<file path="src/rtl/cp0_exc_ctrl_pkg.sv">
// Shared CP0 exception definitions: ExcCodes, ws_exc flag positions, controller state encoding.
package cp0_exc_ctrl_pkg;

  localparam logic [4:0] EXC_INT  = 5'h00;
  localparam logic [4:0] EXC_ADEL = 5'h04;
  localparam logic [4:0] EXC_ADES = 5'h05;
  localparam logic [4:0] EXC_SYS  = 5'h08;
  localparam logic [4:0] EXC_BP   = 5'h09;
  localparam logic [4:0] EXC_RI   = 5'h0a;
  localparam logic [4:0] EXC_OV   = 5'h0c;

  localparam int EXC_W           = 7;
  localparam int EXC_BIT_ADEL_IF = 0;
  localparam int EXC_BIT_RI      = 1;
  localparam int EXC_BIT_OV      = 2;
  localparam int EXC_BIT_SYS     = 3;
  localparam int EXC_BIT_BP      = 4;
  localparam int EXC_BIT_ADEL_LD = 5;
  localparam int EXC_BIT_ADES    = 6;

  typedef enum logic [1:0] {
    ST_IDLE     = 2'd0,
    ST_FLUSH    = 2'd1,
    ST_REDIRECT = 2'd2
  } exc_state_e;

  // Interrupts are masked while EXL is set; sync exceptions are not.
  function automatic logic int_pending(input logic ie, input logic exl,
                                       input logic [7:0] im, input logic [7:0] ip);
    return ie & ~exl & (|(im & ip));
  endfunction

endpackage

</file>
<file path="src/rtl/cp0_exc_ctrl_prio_enc.sv">
// Fixed-priority exception cause encoder: interrupt first, then sync flags in pipeline order.
module exc_prio_enc
  import cp0_exc_ctrl_pkg::*;
(
  input  logic             int_pend_i,
  input  logic [EXC_W-1:0] ws_exc_i,
  output logic             hit_o,
  output logic [4:0]       excode_o
);

  always_comb begin
    hit_o    = 1'b1;
    excode_o = EXC_INT;
    if (int_pend_i)                       excode_o = EXC_INT;
    else if (ws_exc_i[EXC_BIT_ADEL_IF])   excode_o = EXC_ADEL;
    else if (ws_exc_i[EXC_BIT_RI])        excode_o = EXC_RI;
    else if (ws_exc_i[EXC_BIT_OV])        excode_o = EXC_OV;
    else if (ws_exc_i[EXC_BIT_SYS])       excode_o = EXC_SYS;
    else if (ws_exc_i[EXC_BIT_BP])        excode_o = EXC_BP;
    else if (ws_exc_i[EXC_BIT_ADEL_LD])   excode_o = EXC_ADEL;
    else if (ws_exc_i[EXC_BIT_ADES])      excode_o = EXC_ADES;
    else                                  hit_o    = 1'b0;
  end

endmodule

</file>
<file path="src/rtl/cp0_exc_ctrl.sv">
// Writeback-stage exception/ERET controller: strobes CP0, flushes the pipe, then redirects fetch.
module cp0_exc_ctrl
  import cp0_exc_ctrl_pkg::*;
#(
  parameter logic [31:0] EXC_VECTOR   = 32'hBFC00380,
  parameter int          FLUSH_CYCLES = 2
) (
  input  logic             clk,
  input  logic             resetn,
  input  logic             ws_valid,
  output logic             ws_ready,
  input  logic [31:0]      ws_pc,
  input  logic             ws_bd,
  input  logic             ws_eret,
  input  logic [EXC_W-1:0] ws_exc,
  input  logic             c0_status_ie,
  input  logic             c0_status_exl,
  input  logic [7:0]       c0_status_im,
  input  logic [7:0]       c0_cause_ip,
  input  logic [31:0]      c0_epc,
  output logic             wb_ex,
  output logic [4:0]       wb_excode,
  output logic             wb_bd,
  output logic [31:0]      wb_pc,
  output logic             eret_flush,
  output logic             flush,
  output logic             redirect_valid,
  output logic [31:0]      redirect_pc,
  input  logic             redirect_ready,
  output logic [1:0]       dbg_state
);

  localparam logic [2:0] FLUSH_LOAD = 3'(FLUSH_CYCLES);

  exc_state_e  state_q, state_d;
  logic [2:0]  cnt_q, cnt_d;
  logic        wb_ex_q, wb_ex_d, eret_q, eret_d, bd_q, bd_d;
  logic [4:0]  excode_q, excode_d;
  logic [31:0] pc_q, pc_d, rpc_q, rpc_d;
  logic        int_pend, hit, commit;
  logic [4:0]  excode;

  assign int_pend = int_pending(c0_status_ie, c0_status_exl, c0_status_im, c0_cause_ip);

  exc_prio_enc u_prio (
    .int_pend_i (int_pend),
    .ws_exc_i   (ws_exc),
    .hit_o      (hit),
    .excode_o   (excode)
  );

  // Handshakes: a transfer happens on a rising edge where valid & ready are both 1;
  // ws_ready is a pure function of state, redirect_valid holds with a stable pc until taken.
  assign ws_ready = (state_q == ST_IDLE);
  assign commit   = ws_valid & ws_ready;

  always_comb begin
    state_d  = state_q;
    cnt_d    = cnt_q;
    wb_ex_d  = 1'b0;
    eret_d   = 1'b0;
    excode_d = excode_q;
    bd_d     = bd_q;
    pc_d     = pc_q;
    rpc_d    = rpc_q;
    case (state_q)
      ST_IDLE: begin
        if (commit && hit) begin
          wb_ex_d  = 1'b1;
          excode_d = excode;
          bd_d     = ws_bd;
          pc_d     = ws_pc;
          rpc_d    = EXC_VECTOR;
          cnt_d    = FLUSH_LOAD;
          state_d  = ST_FLUSH;
        end else if (commit && ws_eret) begin
          eret_d  = 1'b1;
          rpc_d   = c0_epc;
          cnt_d   = FLUSH_LOAD;
          state_d = ST_FLUSH;
        end
      end
      ST_FLUSH: begin
        if (cnt_q <= 3'd1) begin
          cnt_d   = 3'd0;
          state_d = ST_REDIRECT;
        end else begin
          cnt_d = cnt_q - 3'd1;
        end
      end
      ST_REDIRECT: begin
        if (redirect_ready) state_d = ST_IDLE;
      end
      default: state_d = ST_IDLE;
    endcase
  end

  always_ff @(posedge clk) begin
    if (!resetn) begin
      state_q  <= ST_IDLE;
      cnt_q    <= 3'd0;
      wb_ex_q  <= 1'b0;
      eret_q   <= 1'b0;
      excode_q <= 5'd0;
      bd_q     <= 1'b0;
      pc_q     <= 32'd0;
      rpc_q    <= 32'd0;
    end else begin
      state_q  <= state_d;
      cnt_q    <= cnt_d;
      wb_ex_q  <= wb_ex_d;
      eret_q   <= eret_d;
      excode_q <= excode_d;
      bd_q     <= bd_d;
      pc_q     <= pc_d;
      rpc_q    <= rpc_d;
    end
  end

  assign wb_ex          = wb_ex_q;
  assign wb_excode      = excode_q;
  assign wb_bd          = bd_q;
  assign wb_pc          = pc_q;
  assign eret_flush     = eret_q;
  assign flush          = (state_q == ST_FLUSH);
  assign redirect_valid = (state_q == ST_REDIRECT);
  assign redirect_pc    = rpc_q;
  assign dbg_state      = state_q;

endmodule

</file>
<file path="config.mk">
export PLATFORM = sky130hd
export DESIGN_NAME = cp0_exc_ctrl
export DESIGN_NICKNAME = d
export VERILOG_FILES = /design/src/rtl/cp0_exc_ctrl_pkg.sv /design/src/rtl/cp0_exc_ctrl_prio_enc.sv /design/src/rtl/cp0_exc_ctrl.sv
export SDC_FILE = /design/constraint.sdc
export NUM_CORES = 1
export LEC_CHECK = 0
export ABC_AREA = 1
export CORE_AREA = 2 2 92 94
export CTS_CLUSTER_SIZE = 8
export DETAILED_ROUTE_END_ITERATION = 7
export DIE_AREA = 0 0 94 96
export PLACE_DENSITY_LB_ADDON = 0.25
export SYNTH_ARGS = -nofsm -noshare
export SYNTH_HDL_FRONTEND = slang
export SYNTH_HIERARCHICAL = 1
export SYNTH_SLANG_ARGS = --single-unit
</file>
<file path="constraint.sdc">
create_clock -name clk -period 2.3 [get_ports clk]
set_input_delay 0.46 -clock clk [delete_from_list [all_inputs] [get_ports clk]]
set_output_delay 0.46 -clock clk [all_outputs]
set_load 0.05 [all_outputs]
</file>
Word-level counts from Yosys, hierarchy flattened
Index checks and enable logic that the tools add are counted.
Storage, ports and cells
  register bits: 77
  bits of input ports: 95
  output and inout bits: 77
  word-level logic and storage cells: 63
Operators by class
  add/subtract/negate cells: 1
  $lt $le $gt $ge: 1
  equality and inequality tests: 5
  muxes and demuxes: 29
  bitwise logic cells: 7
  reductions and logical operators: 12
Operators by type and width (number)
  $mux W32: 2
  $mux W5: 7
  $mux W3: 4
  $mux W1: 10
  $and A8 B8 Y8: 1
  $mux W2: 4
  $reduce_and A2 Y1: 4
  $reduce_or A8 Y1: 1
  $pmux W2 S3: 1
  $pmux W3 S2: 1
  $ne A2 B1 Y1 const B: 2
  $reduce_bool A2 Y1: 2
  $and A1 B1 Y1: 3
  $le A3 B1 Y1 const B: 1
  $ne A3 B1 Y1 const B: 1
  $not A1 Y1: 3
  $reduce_and A3 Y1: 1
  $reduce_or A3 Y1: 1
  $sub A3 B1 Y3 const B: 1
  $eq A2 B1 Y1 const B: 1
  $eq A2 B2 Y1 const B: 1
  $logic_and A1 B1 Y1: 2
  $logic_not A2 Y1: 1

Longest topological paths before layout
  depth in word-level cells: 11
  gate-level depth with buffers: 14
  gate-level depth less buffers: 13

By module
The synthesis kept the hierarchy.
By module, submodules not included
  cp0_exc_ctrl: times used 1, cells each 362, area each 2792.7 µm², sequential area each 1541.5 µm²
  exc_prio_enc: times used 1, cells each 23, area each 111.4 µm², sequential area each 0.0 µm²

Least setup slack after synthesis
OpenSTA, ideal clock, no wires.
  path kind: register -> output
  start: register state_q[0], in the netlist dbg_state[0]
  end: output flush
  arrival time: 1.629 ns
  data required time: 1.840 ns
  path slack: 0.211 ns
  stages on the path, launching flop included: 3
  path buffers: 0
  cells stage by stage: dfxtp_1 inv_1 nor2_1
On the way
  cells in the longest elaborated chain, start to end: 1
Ends and longest elaborated chain
  start: declaration: RTL line cp0_exc_ctrl.sv:35  | exc_state_e state_q, state_d;
  start signal: assignment: RTL line cp0_exc_ctrl.sv:109  | state_q <= state_d;
  $eq A2 B1 Y1: RTL line cp0_exc_ctrl.sv:125  | assign flush = (state_q == ST_FLUSH);
  end: declaration: RTL line cp0_exc_ctrl.sv:26  | output logic flush,
Every way passes these cells.

Worst setup path after layout
  start: register state_q[1], in the netlist dbg_state[1]
  end: output ws_ready
On the way
  cells in the longest elaborated chain, start to end: 1
Ends and longest elaborated chain
  $logic_not A2 Y1: RTL line cp0_exc_ctrl.sv:54  | assign ws_ready = (state_q == ST_IDLE);
  end: declaration: RTL line cp0_exc_ctrl.sv:11  | output logic ws_ready,
Every way passes these cells.

==> results.md <==
- Sequential area share after synthesis: 0.531
- Post-Syn Nets: 482
- Post-Synthesis Cells: 385
- Util after Layout: 0.614
- Via/cell ratio: 4.50
- Synth area leaders: dfxtp_1, nand2_1, nand3_1, o21ai_0, a21oi_1
- Placed cells: 656
- Largest net degree at the start of global routing: 40
- Fin nets: 659
- Crit path required time: 1.84 ns
- Most common cell after layout, fill and taps aside: nand2_1
- Core ar.: 8050 µm²
- Root Driver: clkbuf_8
- Slew @ Worst Pin: 0.547 ns
- Total setup buffers inserted after CTS: 0
- Worst path bufs/invs: 1
- Crit end category: output pin
- Worst hold path type: flip-flop to flip-flop
- Port-buffer cells: 171
- Post-DP HPWL: 6400 µm
- Initial antenna violation count: 0
- Worst-path fanout max: 4
- FP Rows: 33
- Post-Route WL: 8310 µm
- Synth area leader: dfxtp_1
- Setup TNS: 0 ns
- Top sig layer: met4
- Synth top area share: 0.531
- Final setup fails: 0
- Post-route cell area: 4940 µm²
- Die W: 94 µm
- Worst EP arrival: 1.66 ns
- DR vias: 3026
- Final ANT Viol Nets: 0
- Top FF cell, synth: dfxtp_1
- # diodes: 0
- Max Clk Rate: 0.471 GHz
- Post-synthesis cell area: 2900 µm²
- Die area: 9020 µm²
- Highest-count cells in the layout ignoring fill and taps: nand2_1, clkdlybuf4s50_1, dfxtp_1
- Die Ht: 96 µm
- Crit path max-delay family: buffers and inverters
- Met3 wire len: 698 µm
- Synth warn: 6
- Routed met2 length: 3930 µm
- Share of layout cells above drive strength 1: 0.0811
- Skew final: 0.00558 ns
- Post-synth ARST share: 0
- Post-route setup slack: 0.179 ns
- CTS buffer count: 9
- Leak Pwr: 2.21 nW
- Slew HR: 0.634
- # hold bufs at CTS: 0
- RSZ-0062 raised after global routing: no
- Area added between synthesis and finish: 70.1%
- Boundary Pins: 172
- CP max stage delay: 0.82 ns
- Status: finished clean
- Crit path max-delay cell type: clkdlybuf4s50_1
- Mapped Avg Cell Area: 7.54 µm²
- GR Util All Layers: 0.186
- Initial core utilization: 0.361
- Clk buf depth: 2
- Number of global-route vias before repair: 2889
- Kind of critical path: flip-flop to output pin
- First drt pass iteration count: 4
- First-pass GRT wire length: 13300 µm
- MaxCap Viol Count: 0
- Synth Register Bits: 77
- VDD IR-drop max: 416 µV
- Crit path time final: 2.12 ns
- Slew Viols, Final: 0
- Worst path cell trace: nor2_4 > clkdlybuf4s50_1
- GPL Wtd Cong: 0.740
- DRC: 0
- Placed inst area: 4740 µm²
- CTS clk-pin slew, worst paths: 0.08 ns
- Synth cell types: 25
- Sink Count: 77
- Final hold vios: 0
- Final Cycle Share: 0.922
- Wirelength per Cell: 12.4 µm
- Pwr dens: 743 nW/µm²
- Fin cells: 672
- Worst slack at placement: -0.124 ns
- EDFF count, synth: 0
- TritonCTS clock tree: done
- M1 WL: 3530 µm
- GR Overflow Total: 0
- H-tree depth: 3
- Initial DRC Count: 70
- Clk_lat worst skew: 0.34 ns
- CP startpoint kind: flip-flop
[synthesized netlist by cell type (2+ instances only)]
library cell and n:
buf_6 5, buf_2 9, nor2_1 14, inv_1 12, nand4_1 3, nor3_1 2
dfxtp_1 77, nand3_1 19, ha_1 2, nand3_2 2, nand2_1 184, buf_4 2
nor2_2 3, a21oi_1 17, o21ai_0 19, inv_2 6
[tightest hold or removal path, stage by stage, from the launching register on]
cell and delay, ns:
dfxtp_1 0.31, nand2_1 0.06, nand2_1 0.04
[registers in the layout, summed over array words and instances, names as in the netlist]
signal,flops
cnt_q,3
dbg_state,2
eret_flush,1
redirect_pc,32
wb_bd,1
wb_ex,1
wb_excode,5
wb_pc,32
[per-layer routing]
layer,global-route usage,up-vias
met5,0,-
met4,0.0700,0
met3,0.0650,16
met2,0.323,114
met1,0.211,1348
li1,-,1548
[report_power, final]
part / internal, mW / switching (mW) / total [mW]
clock: 0.529 / 0.478 / 1.01
sequential: 1.45 / 0.0632 / 1.51
combinational: 0.446 / 0.702 / 1.15
[per-stage QoR]
step	hold slack (ns)	total power [mW]
2_1_floorplan	0.461	2.22
3_3_place_gp	0.436	2.69
3_5_place_dp	0.438	2.70
4_1_cts	0.455	3.72
5_1_grt	0.471	3.86
6_report	0.452	3.67
[path summary, 6_finish.rpt]
kind	from	to	slack, ns	cells past startpoint
max	dbg_state[1]	ws_ready	0.18	2
min	wb_bd	wb_bd	0.45	2
max reg2reg	dbg_state[1]	redirect_pc[17]	0.86	7
min reg2reg	wb_bd	wb_bd	0.45	2
[kinds of logic (layout without fill, tap and decap cells)]
group                      Yosys count  after routing  synth area share
and+or+nand+nor                    231            231             0.325
DFF                                 77             77             0.531
AOI/OAI and AO/OA                   38             38            0.0672
buffers and inverters               36            218            0.0668
adders and majority gates            2              2           0.00862
other                                1              1           0.00129
[cell type report]
type                            instances  area [µm²]
Timing Repair Buffer                  183        1830
Tap cell                              105         131
Clock inverter                          6        61.3
Fill cell                             721        3110
Sequential cell                        77        1540
Inverter                               19        73.8
Clock buffer                           10         138
Multi-Input combinational cell        272        1170
[repair_timing]
item,4_1_cts,5_1_grt
endpoints found under the setup margin,0,1
gates resized for setup,0,1
endpoints found under the hold margin,0,0
No activity file was read; power rests on OpenSTA's default activity.
